[src/rtl/flood_mask_filter.sv]
`timescale 1ns/1ps
`default_nettype none
// ============================================================================
// flood_mask_filter
// ----------------------------------------------------------------------------
// Prunes the IOQ destination-port field of each packet with a programmable
// port-enable mask and drops packets whose pruned mask is zero. Counts passed
// and dropped packets; mask and counters sit on the UDP register chain.
//
// Ports:
//   clk, reset_L            clock, asynchronous active-low reset
//   in_data/in_ctrl/in_wr   upstream word, control, write strobe
//   in_rdy                  high when the input FIFO can take a word
//   out_data/out_ctrl/out_wr registered downstream word and strobe
//   out_rdy                 downstream ready
//   reg_*_in / reg_*_out    register chain (registered, 1-cycle latency)
//
// Revision: 1.0 - initial release
// ============================================================================

// Fallbacks for the project-wide defines; the shared defines file wins.
`ifndef UDP_REG_ADDR_WIDTH
`define UDP_REG_ADDR_WIDTH 23
`endif
`ifndef CPCI_NF2_DATA_WIDTH
`define CPCI_NF2_DATA_WIDTH 32
`endif
`ifndef IO_QUEUE_STAGE_NUM
`define IO_QUEUE_STAGE_NUM 8'hff
`endif
`ifndef IOQ_DST_PORT_POS
`define IOQ_DST_PORT_POS 48
`endif

module flood_mask_filter #(
  parameter int DATA_WIDTH        = 64,
  parameter int CTRL_WIDTH        = DATA_WIDTH/8,
  parameter int UDP_REG_SRC_WIDTH = 2,
  parameter int TAG               = 0
) (
  input  logic                            clk,
  input  logic                            reset_L,
  input  logic [DATA_WIDTH-1:0]           in_data,
  input  logic [CTRL_WIDTH-1:0]           in_ctrl,
  input  logic                            in_wr,
  output logic                            in_rdy,
  output logic [DATA_WIDTH-1:0]           out_data,
  output logic [CTRL_WIDTH-1:0]           out_ctrl,
  output logic                            out_wr,
  input  logic                            out_rdy,
  input  logic                            reg_req_in,
  input  logic                            reg_ack_in,
  input  logic                            reg_rd_wr_L_in,
  input  logic [`UDP_REG_ADDR_WIDTH-1:0]  reg_addr_in,
  input  logic [`CPCI_NF2_DATA_WIDTH-1:0] reg_data_in,
  input  logic [UDP_REG_SRC_WIDTH-1:0]    reg_src_in,
  output logic                            reg_req_out,
  output logic                            reg_ack_out,
  output logic                            reg_rd_wr_L_out,
  output logic [`UDP_REG_ADDR_WIDTH-1:0]  reg_addr_out,
  output logic [`CPCI_NF2_DATA_WIDTH-1:0] reg_data_out,
  output logic [UDP_REG_SRC_WIDTH-1:0]    reg_src_out
);

  localparam int AW     = `UDP_REG_ADDR_WIDTH;
  localparam int RW     = `CPCI_NF2_DATA_WIDTH;
  localparam int DST_LO = `IOQ_DST_PORT_POS;
  localparam int WW     = CTRL_WIDTH + DATA_WIDTH;
  localparam logic [CTRL_WIDTH-1:0] IOQ_CTRL = CTRL_WIDTH'(`IO_QUEUE_STAGE_NUM);
  localparam logic [AW-3:0]         TAG_BITS = (AW-2)'(TAG);

  // ---------------- 4-deep fallthrough input FIFO ----------------
  logic [WW-1:0]         fifo_mem [0:3];
  logic [1:0]            wr_ptr, rd_ptr;
  logic [2:0]            fifo_count;
  logic                  empty, full, fifo_wr, pop;
  logic [CTRL_WIDTH-1:0] head_ctrl;
  logic [DATA_WIDTH-1:0] head_data;

  assign empty   = (fifo_count == 3'd0);
  assign full    = (fifo_count == 3'd4);
  // One slot of slack: upstream may already have a word in flight.
  assign in_rdy  = (fifo_count < 3'd3);
  assign fifo_wr = in_wr && !full;
  assign {head_ctrl, head_data} = fifo_mem[rd_ptr];

  always_ff @(posedge clk) begin
    if (fifo_wr) fifo_mem[wr_ptr] <= {in_ctrl, in_data};
  end

  always_ff @(posedge clk or negedge reset_L) begin
    if (!reset_L) begin
      wr_ptr     <= 2'd0;
      rd_ptr     <= 2'd0;
      fifo_count <= 3'd0;
    end else begin
      if (fifo_wr) wr_ptr <= wr_ptr + 2'd1;
      if (pop)     rd_ptr <= rd_ptr + 2'd1;
      fifo_count <= fifo_count + {2'b00, fifo_wr} - {2'b00, pop};
    end
  end

  // ---------------- packet state machine ----------------
  typedef enum logic [2:0] {
    S_SOP       = 3'd0,
    S_HDR       = 3'd1,
    S_DATA      = 3'd2,
    S_DROP_HDR  = 3'd3,
    S_DROP_DATA = 3'd4
  } state_t;

  state_t                state;
  logic [15:0]           port_mask;
  logic [31:0]           pkts_passed, pkts_dropped;
  logic [15:0]           masked_dst;
  logic                  is_ioq, sop_drop, passing;
  logic [DATA_WIDTH-1:0] fwd_data;

  always_comb begin
    masked_dst = head_data[DST_LO +: 16] & port_mask;
    is_ioq     = (head_ctrl == IOQ_CTRL);
    sop_drop   = is_ioq && (masked_dst == 16'd0);
    passing    = ((state == S_SOP) && !sop_drop) || (state == S_HDR) || (state == S_DATA);
    // Discarded words never reach the output, so they ignore backpressure.
    pop        = !empty && (passing ? out_rdy : 1'b1);
    fwd_data   = head_data;
    if ((state == S_SOP) && is_ioq) fwd_data[DST_LO +: 16] = masked_dst;
  end

  always_ff @(posedge clk or negedge reset_L) begin
    if (!reset_L) begin
      state        <= S_SOP;
      out_wr       <= 1'b0;
      out_data     <= '0;
      out_ctrl     <= '0;
      pkts_passed  <= 32'd0;
      pkts_dropped <= 32'd0;
    end else begin
      out_wr <= pop && passing;
      if (pop && passing) begin
        out_data <= fwd_data;
        out_ctrl <= head_ctrl;
      end
      if (pop) begin
        case (state)
          S_SOP: begin
            if (sop_drop) begin
              pkts_dropped <= pkts_dropped + 32'd1;
              state        <= S_DROP_HDR;
            end else begin
              pkts_passed  <= pkts_passed + 32'd1;
              state        <= S_HDR;
            end
          end
          S_HDR:       if (head_ctrl == '0) state <= S_DATA;
          S_DATA:      if (head_ctrl != '0) state <= S_SOP;
          S_DROP_HDR:  if (head_ctrl == '0) state <= S_DROP_DATA;
          S_DROP_DATA: if (head_ctrl != '0) state <= S_SOP;
          default:     state <= S_SOP;
        endcase
      end
    end
  end

  // ---------------- register chain ----------------
  logic          tag_hit;
  logic [RW-1:0] rd_val;

  assign tag_hit = reg_req_in && !reg_ack_in && (reg_addr_in[AW-1:2] == TAG_BITS);

  always_comb begin
    rd_val = '0;
    case (reg_addr_in[1:0])
      2'd0:    rd_val = {{(RW-16){1'b0}}, port_mask};
      2'd1:    rd_val = RW'(pkts_passed);
      2'd2:    rd_val = RW'(pkts_dropped);
      default: rd_val = '0;
    endcase
  end

  // The mask is only sampled at an SOP decision, so a write here can never
  // alter a packet that is already in flight.
  always_ff @(posedge clk or negedge reset_L) begin
    if (!reset_L) begin
      reg_req_out     <= 1'b0;
      reg_ack_out     <= 1'b0;
      reg_rd_wr_L_out <= 1'b0;
      reg_addr_out    <= '0;
      reg_data_out    <= '0;
      reg_src_out     <= '0;
      port_mask       <= 16'hFFFF;
    end else begin
      reg_req_out     <= reg_req_in;
      reg_rd_wr_L_out <= reg_rd_wr_L_in;
      reg_addr_out    <= reg_addr_in;
      reg_src_out     <= reg_src_in;
      if (tag_hit) begin
        reg_ack_out  <= 1'b1;
        reg_data_out <= reg_rd_wr_L_in ? rd_val : reg_data_in;
        if (!reg_rd_wr_L_in && (reg_addr_in[1:0] == 2'd0))
          port_mask <= reg_data_in[15:0];
      end else begin
        reg_ack_out  <= reg_ack_in;
        reg_data_out <= reg_data_in;
      end
    end
  end

endmodule

`default_nettype wire

[config.mk]
export PLATFORM = sky130hd
export DESIGN_NAME = flood_mask_filter
export DESIGN_NICKNAME = d
export VERILOG_FILES = /design/src/rtl/flood_mask_filter.sv
export SDC_FILE = /design/constraint.sdc
export NUM_CORES = 1
export LEC_CHECK = 0
export ABC_AREA = 1
export BUFFER_PORTS_ARGS = -buffer_cell sky130_fd_sc_hd__buf_2
export CAP_MARGIN = 20
export CELL_PAD_IN_SITES_DETAIL_PLACEMENT = 2
export CELL_PAD_IN_SITES_GLOBAL_PLACEMENT = 2
export CORE_AREA = 4 4 243 245
export CTS_CLUSTER_DIAMETER = 30
export CTS_CLUSTER_SIZE = 40
export DETAILED_ROUTE_END_ITERATION = 10
export DIE_AREA = 0 0 247 249
export PLACE_DENSITY = 0.87
export SYNTH_ARGS = -nofsm -noshare
export SYNTH_HDL_FRONTEND = slang
export SYNTH_SLANG_ARGS = --single-unit
[constraint.sdc]
create_clock -name clk -period 5.7 [get_ports clk]
set_input_delay 0 -clock clk [delete_from_list [all_inputs] [get_ports clk]]
set_output_delay 0 -clock clk [all_outputs]
set_load 0.03 [all_outputs]
==> flow_summary.yaml <==
finish:
  nFillCells: 5563
  seq_area_sq_mm: 0.0143
  final_common_cell: "nand2_1"
  syn2layout_area_growth_pct: 35.0
  layout.nets: 2594
  drive_gt1_frac: 0.213
  postLayoutCellArea_sq_mm: 0.0288
  multi_input_area_sq_mm: 0.00631
  final_cell_mix: "nand2_1, edfxtp_1, buf_2"
global_route:
  grt_util_all_layers: 0.341
  first_global_vias: 22100
  overflow: 0
  antenna_found_initial: 8
  grt_first_pass_wirelength_microns: 156000
  grt_max_degree: 144
synthesis:
  seq_area_frac_synth: 0.667
  syn_inst: 1987
  synth_flop_cell: "edfxtp_1"
  synth_top_area_cell: "edfxtp_1"
  synth-edff-count: 288
  synth_area_per_cell_sq_um: 10.8
  synthDistinctLibCells: 38
  syn_nets: 2133
  synth_area_leaders: "edfxtp_1, dfrtp_1, nand2_1, nand3_1, a32o_1"
  synth_area_sq_mm: 0.0214
  synthArstFlopShare: 0.436
  synth_top_cell_area_share: 0.405
  ys_seq_elements: 511
  ys_warn_count: 0
floorplan:
  dieHeight_microns: 249
  core_area_sq_mm: 0.0571
  die_w_microns: 247
  rows: 88
  start_util: 0.374
  fp.dieArea_sq_mm: 0.0615
  io-pin-count: 270
timing:
  setup_violations: 0
  fin_skew_ns: 0.0784
  worstMarginPinSlew_ns: 1.05
  hold_viol: 0
  slew_violations: 0
  timing.final.crit_period_ns: 4.91
  slew_headroom: 0.299
  rsz0062_at_grt: "no"
  fin_tns_setup_ns: 0
  period_share: 0.861
  worst_slack_ns: 0.791
  fmax_ghz: 0.204
status:
  outcome: "complete, no violations"
detailed_routing:
  drt_iter0_drc: 1913
  wire_per_inst_microns: 33.4
  drt_wl_total_microns: 111000
  drc_errors: 0
  vias_per_cell: 5.97
  ant_nets: 0
  first_pass_iters: 6
  dr_total_vias: 19800
clock_tree:
  postCtsHoldBufs: 144
  cts_root_buf: "clkbuf_16"
  cts_tree: "yes"
  cts_buffer_depth: 3
  insertion_delay_ns: 0.72
  cts_resized: 0
  post_cts_buffers: 0
  clkSinkCount: 511
  cts_buffers: 112
  path_clk_slew_ns: 0.07
  htreeDepth: 3
place:
  port_buffers: 269
  placed_area_sq_mm: 0.0235
  place_congestion: 0.882
  dp_slack_ns: 1.51
  dp_hpwl_microns: 49700
critical_path:
  slowest_stage: "nor2_1"
  worstPathRequired_ns: 6.27
  crit_top_cell: "nand2_1"
  path_cells: "buf_4 -> nand2_1 -> nand2_1 -> nand2_1 -> nand2_1 -> nand2_1 -> nor3_1 -> and2_1 -> nand2_1 -> nor2_1 -> buf_4 -> inv_1 -> nor2_1 -> nand3_1 -> nand2_1"
  cpPeakStageDelay_ns: 0.80
  setup.worst_path.class: "reg -> reg"
  start_kind: "flop"
  crit_arrival_ns: 5.48
  cp-end-kind: "flop"
  critPathMaxFanout: 68
flow_run:
  cap_viol_max_count: 0
power:
  p_per_area_mw_per_mm2: 578
  ir_drop_mv: 0.297
  power_leakage_nw: 12.1
min_path:
  hold_class: "in -> reg"
[Yosys cell counts (12+ instances only)]
library cell / instances
nand2_1: 618
edfxtp_1: 288
dfrtp_1: 207
nand3_1: 125
nor2_1: 121
inv_1: 95
o21ai_0: 83
a21oi_1: 59
clkbuf_1: 50
a32o_1: 48
xor2_1: 48
nor3_1: 44
buf_2: 24
nand4_1: 24
dfstp_2: 16
mux2_2: 16
o211ai_1: 16
o22ai_1: 16
nor4_1: 14
buf_4: 12
[report_power, final]
group | internal (mW) | total [mW] | switching [mW] | leakage, nW
Sequential | 4.73 | 5.26 | 0.527 | 5.41
Combinational | 1.10 | 4.58 | 3.48 | 4.84
Clock | 4.26 | 6.83 | 2.57 | 1.84
Total | 10.1 | 16.7 | 6.58 | 12.1
[final cells by class]
| class | instances | share of cell area |
|---|---|---|
| repair buffers | 443 | 0.107 |
| inverters | 102 | 0.0134 |
| clock buffers | 139 | 0.104 |
| diodes | 7 | 0.000607 |
| clock inverters | 75 | 0.0291 |
| multi-input cells | 1278 | 0.219 |
| well taps | 765 | 0.0332 |
| flip-flops and latches | 511 | 0.494 |
[path summary, 6_finish.rpt]
| path | start | end | slack [ns] | cells after the start |
|---|---|---|---|---|
| max | rd_ptr[0] | pkts_dropped[6] | 0.79 | 15 |
| min | reg_addr_in[10] | reg_addr_out[10] | 0.009 | 2 |
| max reg2reg | rd_ptr[0] | pkts_dropped[6] | 0.79 | 15 |
| min reg2reg | out_data[62] | out_data[62] | 0.50 | 2 |
| max in group asynchronous | reset_L | rd_ptr[0] | 4.22 | 4 |
| min in group asynchronous | reset_L | port_mask[11] | 0.48 | 3 |
[stage by stage]
stage	std cells	hold slack, ns	util	power [mW]
global route	3319	0.00421	0.505	17.1
finish	3320	0.00905	0.505	16.7
global placement	2952	0.0366	0.411	8.67
CTS	3310	0.000102	0.504	16.2
detailed placement	2952	0.0434	0.411	9.05
floorplan	1987	-0.296	-	7.59
[cell families after synthesis]
kind of cell | count (synthesis) | synth area share
DFF | 511 | 0.667
AOI/OAI and AO/OA | 243 | 0.0730
buffers and inverters | 198 | 0.0397
adders and majority gates | 10 | 0.00621
muxes | 16 | 0.00843
and+or+nand+nor | 958 | 0.185
xor gates and xnor gates | 51 | 0.0209
[worst max-delay path, delay by kind of cell (launching register included)]
| family | cells | cell delay (ns) |
|---|---|---|
| and+or+nand+nor | 12 | 2.97 |
| DFF | 1 | 0.70 |
| buffers and inverters | 3 | 1.08 |
[layer usage]
| layer | share of wire | vias up | routed length (microns) | track usage |
|---|---|---|---|---|
| met2 | 0.51 | 1390 | 56300 | 0.602 |
| met1 | 0.35 | 10200 | 39100 | 0.387 |
| met4 | 0.067 | 4 | 7390 | 0.193 |
| met3 | 0.074 | 448 | 8210 | 0.0626 |
| met5 | 0.00024 | - | 27 | 0 |
| li1 | - | 7810 | - | - |
[flip-flops by register name (all words and copies together) (netlist names), 3 cells and up]
register      cells
port_mask        16
reg_data_out     32
reg_addr_out     23
pkts_dropped     32
state             3
fifo_count        3
fifo_mem        288
out_ctrl          8
pkts_passed      32
out_data         64
No activity file was read; power rests on OpenSTA's default activity.
